[src/rtl/board_ctrl.sv]
// Board-level front panel controller: debounced buttons, CPU step/reset
// generation, channel view selection, LED mirror and 8-digit hex display scan.
module board_ctrl #(
   parameter int unsigned CH_N     = 2,
   parameter int unsigned DEB_CYC  = 500000,
   parameter int unsigned SCAN_DIV = 50000,
   parameter int unsigned RUN_DIV  = 25000000
) (
   input  logic                 clk,
   input  logic                 reset,
   input  logic                 btn_step,
   input  logic                 btn_cpu_rst,
   input  logic                 btn_mode,
   input  logic                 run_en,
   input  logic [32*CH_N-1:0]   ch_data,
   input  logic [7:0]           flags,
   output logic                 cpu_step,
   output logic                 cpu_reset,
   output logic [3:0]           view,
   output logic [2:0]           which,
   output logic [7:0]           seg,
   output logic [31:0]          led
);

   localparam int unsigned IN_N   = 4;
   localparam int unsigned DEB_W  = $clog2(DEB_CYC + 1);
   localparam int unsigned SCAN_W = $clog2(SCAN_DIV + 1);
   localparam int unsigned RUN_W  = $clog2(RUN_DIV + 1);
   localparam int unsigned B_STEP = 0;
   localparam int unsigned B_RST  = 1;
   localparam int unsigned B_MODE = 2;
   localparam int unsigned B_RUN  = 3;

   logic [IN_N-1:0]   raw;
   logic [IN_N-1:0]   sync1;
   logic [IN_N-1:0]   sync2;
   logic [IN_N-1:0]   db;
   logic [IN_N-1:0]   db_nxt;
   logic [IN_N-1:0]   prev;
   logic [DEB_W-1:0]  deb_cnt     [IN_N];
   logic [DEB_W-1:0]  deb_cnt_nxt [IN_N];
   logic [RUN_W-1:0]  run_cnt;
   logic [RUN_W-1:0]  run_cnt_nxt;
   logic [SCAN_W-1:0] scan_cnt;
   logic [SCAN_W-1:0] scan_cnt_nxt;
   logic              press_step;
   logic              press_mode;
   logic              run_hit;
   logic              step_nxt;
   logic [3:0]        view_nxt;
   logic [2:0]        which_nxt;
   logic [31:0]       word_nxt;
   logic [3:0]        nib;
   logic [7:0]        seg_nxt;

   function automatic logic [7:0] hex_glyph(input logic [3:0] d);
      logic [7:0] g;
      case (d)
         4'h0: g = 8'hC0;
         4'h1: g = 8'hF9;
         4'h2: g = 8'hA4;
         4'h3: g = 8'hB0;
         4'h4: g = 8'h99;
         4'h5: g = 8'h92;
         4'h6: g = 8'h82;
         4'h7: g = 8'hF8;
         4'h8: g = 8'h80;
         4'h9: g = 8'h90;
         4'hA: g = 8'h88;
         4'hB: g = 8'h83;
         4'hC: g = 8'hC6;
         4'hD: g = 8'hA1;
         4'hE: g = 8'h86;
         default: g = 8'h8E;
      endcase
      return g;
   endfunction

   assign raw        = {run_en, btn_mode, btn_cpu_rst, btn_step};
   assign press_step = db[B_STEP] & ~prev[B_STEP];
   assign press_mode = db[B_MODE] & ~prev[B_MODE];

   // Debounce: accept a new level only after DEB_CYC consecutive differing samples.
   always_comb begin
      db_nxt      = db;
      deb_cnt_nxt = '{default: '0};
      for (int unsigned i = 0; i < IN_N; i++) begin
         if (sync2[i] != db[i]) begin
            if (deb_cnt[i] == DEB_W'(DEB_CYC - 1)) begin
               db_nxt[i] = sync2[i];
            end else begin
               deb_cnt_nxt[i] = deb_cnt[i] + DEB_W'(1);
            end
         end
      end
   end

   // Step generation, view/scan advance; led and seg are built from the next
   // view/digit so that they move on the same edge as view and which.
   always_comb begin
      run_hit     = db[B_RUN] && (run_cnt == RUN_W'(RUN_DIV - 1));
      run_cnt_nxt = '0;
      if (db[B_RUN] && !run_hit) begin
         run_cnt_nxt = run_cnt + RUN_W'(1);
      end
      step_nxt = ~db[B_RST] & ((press_step & ~db[B_RUN]) | run_hit);

      view_nxt = view;
      if (press_mode) begin
         view_nxt = (view == 4'(CH_N)) ? 4'd0 : view + 4'd1;
      end

      scan_cnt_nxt = scan_cnt + SCAN_W'(1);
      which_nxt    = which;
      if (scan_cnt == SCAN_W'(SCAN_DIV - 1)) begin
         scan_cnt_nxt = '0;
         which_nxt    = which + 3'd1;
      end

      word_nxt = {24'b0, flags};
      for (int unsigned k = 0; k < CH_N; k++) begin
         if (view_nxt == 4'(k)) begin
            word_nxt = ch_data[32*k +: 32];
         end
      end
      nib     = 4'(word_nxt >> {which_nxt, 2'b00});
      seg_nxt = hex_glyph(nib);
   end

   always_ff @(posedge clk) begin
      if (reset) begin
         sync1     <= '0;
         sync2     <= '0;
         db        <= '0;
         prev      <= '0;
         deb_cnt   <= '{default: '0};
         run_cnt   <= '0;
         scan_cnt  <= '0;
         cpu_step  <= 1'b0;
         cpu_reset <= 1'b1;
         view      <= '0;
         which     <= '0;
         seg       <= 8'hFF;
         led       <= '0;
      end else begin
         sync1     <= raw;
         sync2     <= sync1;
         db        <= db_nxt;
         prev      <= db;
         deb_cnt   <= deb_cnt_nxt;
         run_cnt   <= run_cnt_nxt;
         scan_cnt  <= scan_cnt_nxt;
         cpu_step  <= step_nxt;
         cpu_reset <= db[B_RST];
         view      <= view_nxt;
         which     <= which_nxt;
         seg       <= seg_nxt;
         led       <= word_nxt;
      end
   end

endmodule

[config.mk]
export PLATFORM = sky130hd
export DESIGN_NAME = board_ctrl
export DESIGN_NICKNAME = d
export VERILOG_FILES = /design/src/rtl/board_ctrl.sv
export SDC_FILE = /design/constraint.sdc
export NUM_CORES = 1
export LEC_CHECK = 0
export ABC_CLOCK_PERIOD_IN_PS = 5170
export BUFFER_PORTS_ARGS = -buffer_cell sky130_fd_sc_hd__buf_2
export CORE_AREA = 2 2 103 205
export CTS_BUF_LIST = sky130_fd_sc_hd__clkbuf_8
export CTS_CLUSTER_SIZE = 40
export DETAILED_ROUTE_END_ITERATION = 12
export DIE_AREA = 0 0 105 207
export GPL_TIMING_DRIVEN = 0
export MAX_ROUTING_LAYER = met4
export PLACE_DENSITY_LB_ADDON = 0.12
export SKIP_LAST_GASP = 1
export SYNTH_ARGS = -nofsm -noshare
export SYNTH_HDL_FRONTEND = slang
export SYNTH_SLANG_ARGS = --single-unit
[constraint.sdc]
create_clock -name clk -period 5.17 [get_ports clk]
set_input_delay 0.2585 -clock clk [delete_from_list [all_inputs] [get_ports clk]]
set_output_delay 0.2585 -clock clk [all_outputs]
set_load 0.01 [all_outputs]
Word-level counts from Yosys, hierarchy flattened
Memory sizes are Yosys's and may differ from the RTL's. A register that Yosys moved wholly into a read port is not among the register bits.
Index checks and enable logic that the tools add are counted.

cells by class
  shift-type cells = 1
  multiply operators = 0
  eq/ne operators = 12
  order comparisons = 0
  reductions and logical operators = 14
  bitwise gates (word level) = 14
  divide/modulo/power cells = 0
  muxes and demuxes = 5
  add/sub/neg operators = 8

operator list
  kind                                                  number
  adder 19 x 1 -> 19 bit (second input constant)        4
  equality test 19 bit (second input constant)          4
  2-to-1 mux 32 bit                                     2
  >> shifter 32 x 5 -> 4 bit                            1
  adder 25 x 1 -> 25 bit (second input constant)        1
  equality test 25 bit (second input constant)          1
  adder 16 x 1 -> 16 bit (second input constant)        1
  equality test 16 bit (second input constant)          1
  OR reduction 3 bit                                    4
  NOT 1 bit                                             9
  2-to-1 mux 4 bit                                      2
  AND reduction 2 bit                                   4
  adder 4 x 1 -> 4 bit (second input constant)          1
  AND 1 bit                                             4
  equality test 4 x 1 -> 1 bit (second input constant)  1
  equality test 4 x 2 -> 1 bit (second input constant)  1
  zero test 4 bit                                       1
  != test 1 bit                                         4
  OR reduction 2 bit                                    2
  adder 3 x 1 -> 3 bit (second input constant)          1
  2-to-1 mux 3 bit                                      1
  logical AND 1 bit                                     2
  zero test 1 bit                                       1
  OR 1 bit                                              1

word-level totals
  output and inout port bits = 49
  logic and storage cells = 74
  memories = 1
  RAM bits = 0
  bits in registers = 181
  input port bits = 78
  bits in read-only memories = 112
  latch bits = 0

memory list
  memory            depth  bits a word  rd ports  clocked after Yosys merged registers in  write ports  RTL line  source
  (name not given)  16     7            1         1                                        0            58        case (d)

Logic depth before layout (Yosys ltp)
  depth in word-level cells = 7
  mapped depth = 17
  gate-level depth less buffers = 14

Worst setup path after synthesis
No wires, ideal clock.

  kind = flip-flop to flip-flop
  start = register scan_cnt[0]
  end = register seg[4]
  setup slack = 1.694 ns
  data arrival time = 3.354 ns
  path buffers = 2
  stages on the path, launching flop included = 14
  cell sequence = dfxtp_1 -> ha_1 -> and3_1 -> clkbuf_1 -> nand4_2 -> xor2_1 -> buf_2 -> a221oi_1 -> a211oi_1 -> nor2_1 -> a32o_1 -> ha_1 -> mux2_4 -> a221o_1

on the way
  longest elaborated chain between the ends = 3

ends and longest elaborated chain
  what                        RTL line  source
  start, declared             44        logic [SCAN_W-1:0] scan_cnt;
  start signal, assigned      152       scan_cnt <= scan_cnt_nxt;
  equality test 16 bit        115       if (scan_cnt == SCAN_W'(SCAN_DIV - 1)) begin
  2-to-1 mux 3 bit            115
  >> shifter 32 x 5 -> 4 bit  126       nib = 4'(word_nxt >> {which_nxt, 2'b00});
  end, declared               21        output logic [7:0] seg,

No other way between the ends.
A chain may end at the register's enable or synchronous reset.

Worst setup path in the final report
  start = register scan_cnt[0]
  end = register seg[3]

Same word-level chain as after synthesis.

==> flow_summary_export.csv <==
group,metric,value,unit
route,drtIter0Drc,332,
global_route,grt_util_met3,3.87,%
setup_path,crit_type,"reg2reg",
synthesis,syn_area,0.00798,mm^2
clocking,htree_levels,4,
floorplan,core.rowCount,74,
global_route,grt-ovfl-total,0,
timing,setup-violations-final,0,
cells_and_area,final_net_count,1151,
clocking,clk_latency,0.46,ns
run,maxCapViolations,0,
cells_and_area,instances_no_fill,1339,
synthesis,syn-num-nets,1005,
setup_path,rr_startpoint,"scan_cnt[0]",
timing,fmax,0.231,GHz
cells_and_area,finish.utilization,46.2,%
setup_path,critPathMaxFanout,10,
min_path,min_path_type,"in2reg",
clocking,clock_sinks,179,
clocking,cts_resized,0,
synthesis,synth_seq_cells,179,
floorplan,io_pins,127,
route,drtAntennaViolNets,0,
synthesis,yosys.area.top_type,"dfxtp_1",
clocking,clockBufferDepth,2,
placed_design,gp_congestion,0.887,
route,vias_per_cell,5.04,
clocking,cts_buffers,17,
global_route,grt_pass1_vias,6543,
timing,tightest_slew,0.872,ns
min_path,hp-start,"run_en",
placed_design,buffer_ports.inserted,124,
clocking,postCtsSetupBuffers,0,
synthesis,syn_area_per_cell,8.73,um^2
synthesis,ys_top_cells_by_area,"dfxtp_1 (45%), nor2_1 (9.0%), xor2_1 (7.7%)",
floorplan,initial_utilization,39.5,%
cells_and_area,drive_gt1_share,16.9,%
synthesis,synthCells,914,
timing,clock-skew-final,0.0103,ns
setup_path,worstPathRequired,5.50,ns
run_status,status,"completed",
timing,setup_tns,0,ns
synthesis,yosysUniqueCellTypes,61,
synthesis,synth_top_area_share,44.9,%
cells_and_area,fin_area,0.00933,mm^2
floorplan,core-area,0.0202,mm^2
timing,rsz0062_at_grt,"no",
clocking,root_buffer,"clkbuf_8",
clocking,clk_pin_slew,0.09,ns
route,drc,0,
cells_and_area,fillers,2094,
floorplan,dieArea,0.0217,mm^2
global_route,top_usage_layer,"met2",
synthesis,synthFlopType,"dfxtp_1",
timing,hold_violations,0,
clocking,cts_tree,"yes",
route,wl,18700,um
cells_and_area,antenna_cells,0,
setup_path,crit_path_end_kind,"flip-flop",
synthesis,async_flop_share,0,%
timing,fin_crit,4.34,ns
route,wl_per_cell,13.9,um
floorplan,die_height,207,um
global_route,use_met2,29.5,%
synthesis,synth_edf_count,0,
power,p_leak,0.00352,uW
route,dr.pass1.iters,5,
power,power_density,264,mW/mm^2
route,via_count,6742,
synthesis,yosysWarnings,0,
setup_path,start_kind,"flip-flop",
placed_design,place_area,0.00893,mm^2
timing,slew_violations,0,
setup_path,arrival,4.67,ns
placed_design,dp_hpwl,14100,um
setup_path,critPathLaunch,"scan_cnt[0]",
global_route,use_met1,22.5,%
power,ir_drop,0.216,mV
timing,fin_crit_sh,83.9,%
cells_and_area,area_growth,16.9,%
timing,maxSlewHeadroom,41.7,%
placed_design,dp.cells,1304,
global_route,grt_max_degree,17,
global_route,grt_pass1_wl,31300,um
global_route,antenna_found_initial,0,
synthesis,ys_seq_area_share,44.9,%
floorplan,die_x,105,um
global_route,grt_use_total,18.1,%
## metrics by stage
stage | setup slack [ns] | total power (uW) | hold slack (ns)
global placement | 0.898 | 1590 | 0.426
detailed placement | 0.842 | 1590 | 0.440
finish | 0.834 | 2460 | 0.0480
global route | 0.517 | 2570 | 0.0378
CTS | 0.820 | 2510 | 0.0215
floorplan | 1.69 | 1520 | 0.387
## sequential cells by signal (all words and copies together), names as in the netlist
name / cells
seg: 7
sync1: 4
cpu_reset: 1
scan_cnt: 16
led: 32
sync2: 4
cpu_step: 1
run_cnt: 25
which: 3
prev: 2
view: 4
db: 4
deb_cnt: 76
## cell families after synthesis
logic type,Yosys count,share of synthesized area (%)
buf+inv,60,3.37
compound gates,104,9.79
other cells,1,0.0470
mux,18,2.49
flops,179,44.9
xor+xnor,105,11.6
fa+ha+maj,13,2.04
simple gates,434,25.7
## metal layers
metal  part of all wire (%)  routed length (um)
met5                      0                   0
met4                    1.1                 206
met3                    5.3                 993
met2                     48                8950
met1                     46                8520
## layout by cell type (no fill, tap or decap), types with 13 or more instances in the layout
cell type	instances
xnor2_1	34
nor2_1	191
nand2_1	66
mux2i_1	15
a22oi_1	18
clkbuf_1	32
xor2_1	70
nor2b_1	13
and3_1	22
inv_1	17
nand4_1	20
ha_1	13
buf_2	129
dfxtp_1	179
nand3_1	58
a21oi_1	15
clkbuf_8	17
or3_1	17
## path summary, 6_finish.rpt
check	end	slack (ns)	cells past startpoint
setup / recovery	seg[3]	0.83	15
hold / removal	sync1[3]	0.05	2
setup reg to reg	seg[3]	0.83	15
hold reg to reg	deb_cnt[0]	0.45	1
## worst max-delay path: stages, from the launching register on
cell and delay, ns:
dfxtp_1 0.39, ha_1 0.21, and3_1 0.16, clkbuf_1 0.21
nand4_2 0.27, xor2_1 0.77, buf_2 0.39, mux2i_1 0.24
a32oi_1 0.08, nand3_1 0.12, a32o_1 0.28, inv_1 0.12
ha_1 0.26, a21boi_0 0.16, a2111oi_0 0.46, nor2_1 0.08
## report_power, final
part	internal, uW	switching (uW)
clock network	387	514
registers	1400	10.9
logic	67.1	81.9
total	1860	607
## layout make-up
type / instances / area, um^2 / share of cell area [%]
Tap cell: 266 / 333 / 3.57
Timing Repair Buffer: 127 / 651 / 6.97
Clock inverter: 15 / 134 / 1.43
Inverter: 16 / 60.1 / 0.644
Sequential cell: 179 / 3580 / 38.4
Buffer: 44 / 209 / 2.24
Clock buffer: 17 / 234 / 2.51
Multi-Input combinational cell: 675 / 4130 / 44.2
## repair_timing
item	in CTS	in global routing
endpoints found under the hold margin	3	0
hold buffers	3	0
endpoints found under the setup margin	0	0
## cell usage after synthesis, drive strengths merged (16+ instances only)
cell type  instances
a22oi             18
and3              22
clkbuf            32
dfxtp            179
inv               16
nand2             67
nand3             58
nand4             21
nor2             191
or3               17
xnor2             35
xor2              70
(Power assumes the default switching activity.)
